==> src/rtl/dram_cmd_arbiter.sv <==
// Arbitrates one MIG app/wdf port between a BL8 read requester and a two-beat BL8 write requester.
// Build option: define ARB_STARVE_GUARD_EN to force a pending write after MAX_RD_STREAK read grants.
module dram_cmd_arbiter #(
    parameter int ADDR_WIDTH     = 27,
    parameter int APP_DATA_WIDTH = 256,
    parameter int MAX_RD_STREAK  = 16
) (
    input  logic                        dram_clk,
    input  logic                        reset,
    input  logic                        rd_priority,
    input  logic                        rd_req,
    input  logic [ADDR_WIDTH-1:0]       rd_addr,
    output logic                        rd_ack,
    input  logic                        wr_req,
    input  logic [ADDR_WIDTH-1:0]       wr_addr,
    input  logic [2*APP_DATA_WIDTH-1:0] wr_data,
    output logic                        wr_ack,
    input  logic                        app_rdy,
    output logic                        app_en,
    output logic [2:0]                  app_cmd,
    output logic [ADDR_WIDTH-1:0]       app_addr,
    input  logic                        app_wdf_rdy,
    output logic                        app_wdf_wren,
    output logic                        app_wdf_end,
    output logic [APP_DATA_WIDTH-1:0]   app_wdf_data,
    output logic                        error,
    output logic [2:0]                  dbg_state
);
    // Handshakes: requests are level signals held until their 1-cycle ack; MIG command and
    // write-data beats transfer on an edge where the valid (app_en / app_wdf_wren) and the
    // matching ready (app_rdy / app_wdf_rdy) are both high.
    typedef enum logic [2:0] {
        IDLE   = 3'd0,
        RD_CMD = 3'd1,
        WR_CMD = 3'd2,
        WR_D1  = 3'd3,
        WR_D2  = 3'd4,
        ERROR  = 3'd5
    } state_t;

    localparam logic [2:0] CMD_RD = 3'b001;
    localparam logic [2:0] CMD_WR = 3'b000;

    state_t                      state;
    logic                        last_grant_wr;
    logic [2*APP_DATA_WIDTH-1:0] wr_buf;
    logic                        force_wr;
    logic                        pick_wr;
    logic                        grant;
    logic [ADDR_WIDTH-1:0]       pick_addr;

    assign dbg_state = state;

`ifdef ARB_STARVE_GUARD_EN
    localparam int SW = $clog2(MAX_RD_STREAK + 1);
    logic [SW-1:0] rd_streak;

    assign force_wr = (rd_streak == SW'(MAX_RD_STREAK));

    always_ff @(posedge dram_clk) begin
        if (reset) begin
            rd_streak <= '0;
        end else if (grant) begin
            if (pick_wr)
                rd_streak <= '0;
            else if (rd_streak != SW'(MAX_RD_STREAK))
                rd_streak <= rd_streak + SW'(1);
        end
    end
`else
    assign force_wr = 1'b0;
`endif

    // The ack cycle blocks new grants so a requester still holding its request is not served twice.
    assign grant     = (state == IDLE) && (rd_req || wr_req) && !rd_ack && !wr_ack;
    assign pick_addr = pick_wr ? wr_addr : rd_addr;

    always_comb begin
        pick_wr = wr_req;
        if (rd_req && wr_req)
            pick_wr = force_wr || (!rd_priority && !last_grant_wr);
    end

    always_ff @(posedge dram_clk) begin
        if (reset) begin
            state         <= IDLE;
            last_grant_wr <= 1'b1;
            wr_buf        <= '0;
            app_en        <= 1'b0;
            app_cmd       <= CMD_RD;
            app_addr      <= '0;
            app_wdf_wren  <= 1'b0;
            app_wdf_end   <= 1'b0;
            app_wdf_data  <= '0;
            rd_ack        <= 1'b0;
            wr_ack        <= 1'b0;
            error         <= 1'b0;
        end else begin
            rd_ack <= 1'b0;
            wr_ack <= 1'b0;
            case (state)
                IDLE: begin
                    if (grant) begin
                        last_grant_wr <= pick_wr;
                        if (pick_addr[2:0] != 3'b000) begin
                            error <= 1'b1;
                            state <= ERROR;
                        end else begin
                            app_en   <= 1'b1;
                            app_addr <= pick_addr;
                            app_cmd  <= pick_wr ? CMD_WR : CMD_RD;
                            if (pick_wr)
                                wr_buf <= wr_data;
                            state <= pick_wr ? WR_CMD : RD_CMD;
                        end
                    end
                end
                RD_CMD: begin
                    if (app_en && app_rdy) begin
                        app_en <= 1'b0;
                        rd_ack <= 1'b1;
                        state  <= IDLE;
                    end
                end
                WR_CMD: begin
                    if (app_en && app_rdy) begin
                        app_en       <= 1'b0;
                        app_wdf_wren <= 1'b1;
                        app_wdf_end  <= 1'b0;
                        app_wdf_data <= wr_buf[APP_DATA_WIDTH-1:0];
                        state        <= WR_D1;
                    end
                end
                WR_D1: begin
                    if (app_wdf_rdy) begin
                        app_wdf_data <= wr_buf[2*APP_DATA_WIDTH-1:APP_DATA_WIDTH];
                        app_wdf_end  <= 1'b1;
                        state        <= WR_D2;
                    end
                end
                WR_D2: begin
                    if (app_wdf_rdy) begin
                        app_wdf_wren <= 1'b0;
                        app_wdf_end  <= 1'b0;
                        wr_ack       <= 1'b1;
                        state        <= IDLE;
                    end
                end
                ERROR: begin
                    app_en       <= 1'b0;
                    app_wdf_wren <= 1'b0;
                    app_wdf_end  <= 1'b0;
                end
                default: state <= ERROR;
            endcase
        end
    end
endmodule

==> config.mk <==
export PLATFORM = sky130hd
export DESIGN_NAME = dram_cmd_arbiter
export DESIGN_NICKNAME = d
export VERILOG_FILES = /design/src/rtl/dram_cmd_arbiter.sv
export SDC_FILE = /design/constraint.sdc
export NUM_CORES = 2
export LEC_CHECK = 0
export BUFFER_PORTS_ARGS = -buffer_cell sky130_fd_sc_hd__buf_4
export CELL_PAD_IN_SITES_DETAIL_PLACEMENT = 1
export CELL_PAD_IN_SITES_GLOBAL_PLACEMENT = 1
export CORE_AREA = 2 2 335 337
export CTS_CLUSTER_DIAMETER = 50
export DETAILED_ROUTE_END_ITERATION = 10
export DIE_AREA = 0 0 337 339
export GPL_TIMING_DRIVEN = 0
export HOLD_SLACK_MARGIN = 0.12
export PLACE_DENSITY = 0.67
export SYNTH_ARGS = -nofsm -noshare
export SYNTH_HDL_FRONTEND = slang
export SYNTH_SLANG_ARGS = --single-unit
==> constraint.sdc <==
create_clock -name dram_clk -period 3 [get_ports dram_clk]
set_input_delay 0.3 -clock dram_clk [delete_from_list [all_inputs] [get_ports dram_clk]]
set_output_delay 0.3 -clock dram_clk [all_outputs]
set_load 0.01 [all_outputs]
---- Word-level counts from Yosys, hierarchy flattened ----
Cells that the tools add are included.
cells by class
  equal/unequal tests ..................... 12
  bitwise gates (word level) .............. 4
  reduce and logical (&&, ||, !) cells .... 29
  mux-type cells .......................... 25
operators by type and width
  operator                                                                  count
  256-bit 2-to-1 mux                                                        2
  256-bit one-hot mux with 2 select lines                                   1
  27-bit 2-to-1 mux                                                         1
  3-bit 2-to-1 mux                                                          6
  3-bit one-hot mux with 6 select lines                                     1
  2-bit inequality test (second input constant)                             6
  3-bit AND reduction                                                       4
  4-bit AND reduction                                                       3
  1-bit 2-to-1 mux                                                          10
  3-bit nonzero test                                                        3
  3-bit by 2-bit equality test with 1-bit output (second input constant)    2
  3-bit equality test (second input constant)                               2
  1-bit logical AND                                                         6
  1-bit one-hot mux with 3 select lines                                     2
  6-bit AND reduction                                                       1
  2-bit OR reduction                                                        3
  1-bit zero test                                                           4
  1-bit inverter                                                            4
  1-bit one-hot mux with 4 select lines                                     1
  4-bit nonzero test                                                        1
  3-bit by 1-bit equality test with 1-bit output (second input constant)    1
  3-bit zero test                                                           1
  2-bit 2-to-1 mux                                                          1
  2-bit by 1-bit inequality test with 1-bit output (second input constant)  1
  other kinds (3)                                                           3
storage, ports and cells
  logic and storage cells ................. 82
  flip-flop bits (word level) ............. 808
  input bits .............................. 573
  output and inout bits ................... 295

---- Depth between registers and ports, before layout ----
  word-level depth ........................ 8
  mapped depth ............................ 8

---- Worst setup path after synthesis ----
No wires, ideal clock.
  kind .................................... register -> register
  start ................................... reg state[2] (netlist: dbg_state[2])
  end ..................................... reg app_addr[10]
  period minus slack after synthesis ...... 2.086 ns
  setup time .............................. 0.134 ns
  arrival ................................. 1.952 ns
  stages on the path, launching flop included .. 8
  data required time ...................... 2.866 ns
  setup slack ............................. 0.914 ns
  cell sequence ........................... dfxtp_1 -> buf_6 -> or3_1 -> or4_4 -> buf_6 -> buf_6 -> a2111oi_2 -> a211oi_1
between the ends
  cells in the longest elaborated chain, start to end .. 5
RTL lines
  what                                      RTL line  source
  start, declared                           44        state_t state;
  start signal, assigned                    114       state <= pick_wr ? WR_CMD : RD_CMD;
  3-bit zero test (*)                       75, 101
  1-bit logical AND (3 in a row)            75        assign grant = (state == IDLE) && (rd_req || wr_req) && !rd_ack && !wr_ack;
  3-bit AND reduction (no source line) (*)  --
  end signal, assigned                      110       app_addr <= pick_addr;
  end, declared                             21        output logic [ADDR_WIDTH-1:0] app_addr,
Every way passes the cells marked *; elsewhere a longest branch is shown, timed or not.
A chain may end at the register's enable or synchronous reset.

---- Worst setup path after layout ----
  start ................................... reg state[1] (netlist: dbg_state[1])
  end ..................................... reg wr_buf[93]
between the ends
  cells in the longest elaborated chain, start to end .. 5
RTL lines
  what                                      RTL line  source
  3-bit zero test (*)                       75, 101
  1-bit logical AND (3 in a row)            75
  4-bit AND reduction (no source line) (*)  --
  end signal, assigned                      113       wr_buf <= wr_data;
  end, declared                             46        logic [2*APP_DATA_WIDTH-1:0] wr_buf;
Marks and branches as above.

==> results.cfg <==
[synth]
synth_top_area_share = 0.5023
synth_edf_count = 0
yosys-top-cells-area = dfxtp_1 50%, a21oi_1 8.0%, nand3_1 8.0%
syn_inst = 4015
synth_top_area_cell = dfxtp_1
yosysWarnings = 0
yosysSeqAreaShare = 0.5023
synth_area_sq_um = 32120
synth-main-ff-cell = dfxtp_1
synth-seq-cells = 806
ys_types = 40
syn_area_per_cell_sq_um = 8.001
synthArstFlopShare = 0

[clock_tree]
clockRootBuffer = clkbuf_16
post-cts-setup-buffers = 0
cts_sinks = 806
cts_buffers = 114
cts_tree = built
cts.clk_slew.worst_paths_ns = 0.05
htreeDepth = 3
clk-insertion-delay-late_ns = 0.71
cts_buffer_depth = 3

[timing]
finalCriticalPeriod_ns = 2.984
post-route-period-util = 0.9947
finClkSkew_ns = 0.03599
hold_viol = 0
setup_viol = 0
hold-worst-slack_ns = 0.1629
fmax_mhz = 335.1
worst_pin_slew_ns = 1.320
slew_headroom = 0.1199
slew_viol_final = 0

[global_routing]
grt_pass1_vias = 39510
grt.total_usage = 0.2937
grt_max_degree = 16
grt_pass1_wl_mm = 253.2
antenna_found_initial = 68
grt-ovfl-total = 0

[power_and_ir_drop]
p_seq_frac = 0.359
combPwrFrac = 0.186
powerDensity_nw_per_um2 = 612.5
clkPwrFrac = 0.455
internal-power_uw = 21060
p_leak_uw = 0.01759
ir_drop_mv = 0.4837
switching_share = 0.3122
p_switching_uw = 9561

[floorplanning]
rows = 122
io_pins = 868
die_h_microns = 339
dieArea_sq_um = 114200
fp.dieW_microns = 337
start_util = 0.2911
coreArea_sq_um = 110400

[final_layout]
drive_gt1_frac = 0.2064
final-seq-area_sq_um = 16140
fin_nets = 6109
mostFrequentLayoutCell = buf_4
postLayoutCoreUtil = 0.4530
fillers = 13180
layout_common_cells = 865 x buf_4, 806 x dfxtp_1, 540 x dlygate4sd3_1
area_growth_pct = 55.64
multi_input_area_sq_um = 14070

[routing]
drc = 0
drtIter0Drc = 2224
vias = 37660
routed_wl_mm = 175.1
wl_per_cell_microns = 24.41
ant_nets = 0
firstDrtPassIters = 5
routed_via_density = 5.251

[critical_path]
endpoint_kind = flop
critPathKind = flop to flop
critical_path.max_stage_delay_ns = 0.50
path_max_fanout = 10
r2r_start = dbg_state[1]
cpMaxStageDelayCell = buf_1
path_cells = buf_2 -> or3_1 -> nor4_1 -> clkbuf_4 -> buf_2 -> buf_1 -> nand3_1 -> a21oi_1
path_common_cell = buf_2
critPathLaunch = dbg_state[1]
crit_required_ns = 3.60
critical_path_arrival_ns = 3.58
startpoint_type = flop

[run_status]
run_status = finished, final reports clean

[placement]
place.gp.congestion = 0.9384
port_buffers = 863
hpwl_mm = 127.5

[min_path]
hp-class = input pin to flop
min_from = wr_addr[24]

[run]
cap_violations = 0
cell usage after synthesis (2+ instances only):
master     instances
o311ai_0           2
clkbuf_2           2
a311oi_1         256
clkbuf_1         367
nor2_1           262
buf_2             56
a2111oi_0         14
nand3_1          515
nand2_1          524
a21boi_0          24
nor3_1             4
a21oi_1          516
nor4_1             3
buf_6              8
o21ai_1          112
a2111oi_2         11
o21ai_0          406
a41oi_1            2
dfxtp_1          806
a211oi_1          25
o211ai_1           2
nor2b_1            2
buf_1             21
and3_1            29
inv_1             29
or3_1              2
buf_4              2
worst max-delay path, delay by kind of cell, from the launching register on:
kind / cells / cell delay [ns]
AO/OA/AOI/OAI: 1 / 0.25
buffers and inverters: 4 / 1.55
flip-flops: 1 / 0.38
AND/OR/NAND/NOR: 3 / 0.67
final timing paths:
kind / end / slack, ns / depth (start not counted)
hold / removal: app_addr[24] / 0.16 / 4
hold reg to reg: error / 0.45 / 2
setup reg to reg: wr_buf[93] / 0.02 / 8
setup / recovery: wr_buf[93] / 0.02 / 8
metal layers:
metal	vias up	global-route usage	wire, microns	part of all wire
met5	-	0	211	0.0012
met4	34	0.1435	8746	0.050
met3	425	0.07620	12640	0.072
met2	1300	0.4955	83440	0.48
met1	18450	0.3436	70050	0.40
li1	17450	-	-	-
flip-flops by register name (all words and copies together), names as in the netlist:
name	flops
wr_buf	512
rd_ack	1
app_wdf_data	256
dbg_state	3
app_cmd	1
app_en	1
app_wdf_wren	1
app_wdf_end	1
wr_ack	1
app_addr	27
error	1
last_grant_wr	1
power groups by stage:
stage / registers (uW) / clock network [uW] / logic (uW)
finish: 11000 / 13900 / 5690
global route: 11000 / 14600 / 6090
CTS: 11000 / 14100 / 5600
detailed placement: 11200 / 0 / 4950
global placement: 11200 / 0 / 4890
floorplan: 11200 / 0 / 2480
final cells by class:
type | instances | area share
clock inverters | 63 | 0.01459
inverters | 29 | 0.002177
diodes | 53 | 0.002653
well taps | 1488 | 0.03724
flip-flops and latches | 806 | 0.3227
plain buffers | 456 | 0.03799
clock buffers | 148 | 0.06326
repair buffers | 1404 | 0.2380
multi-input cells | 2725 | 0.2814
cell families after synthesis:
kind of cell | share of synthesized area
buffers and inverters | 0.06103
AO/OA/AOI/OAI | 0.2557
flip-flops | 0.5023
other | 0.0001167
AND/OR/NAND/NOR | 0.1809
repair_timing:
action                                 CTS  global route
hold buffers                           540             0
endpoints found under the hold margin  538             0
setup endpoints to repair              751           346
gates resized for setup                 21            22
metrics by stage:
| stage | setup TNS (ns) | setup slack [ns] | area (sq um) | power (uW) | cells |
|---|---|---|---|---|---|
| 6_report | 0 | 0.01589 | 50000 | 30620 | 7172 |
| 5_1_grt | -0.01162 | -0.006602 | 49960 | 31650 | 7156 |
| 4_1_cts | 0 | 0.002575 | 49830 | 30650 | 7119 |
| 3_5_place_dp | -318.64 | -1.417 | 40480 | 16170 | 6368 |
| 3_3_place_gp | -307.74 | -1.371 | 40470 | 16110 | 6367 |
| 2_1_floorplan | 0 | 0.9137 | 32130 | 13700 | 4016 |
(Power assumes the default switching activity.)
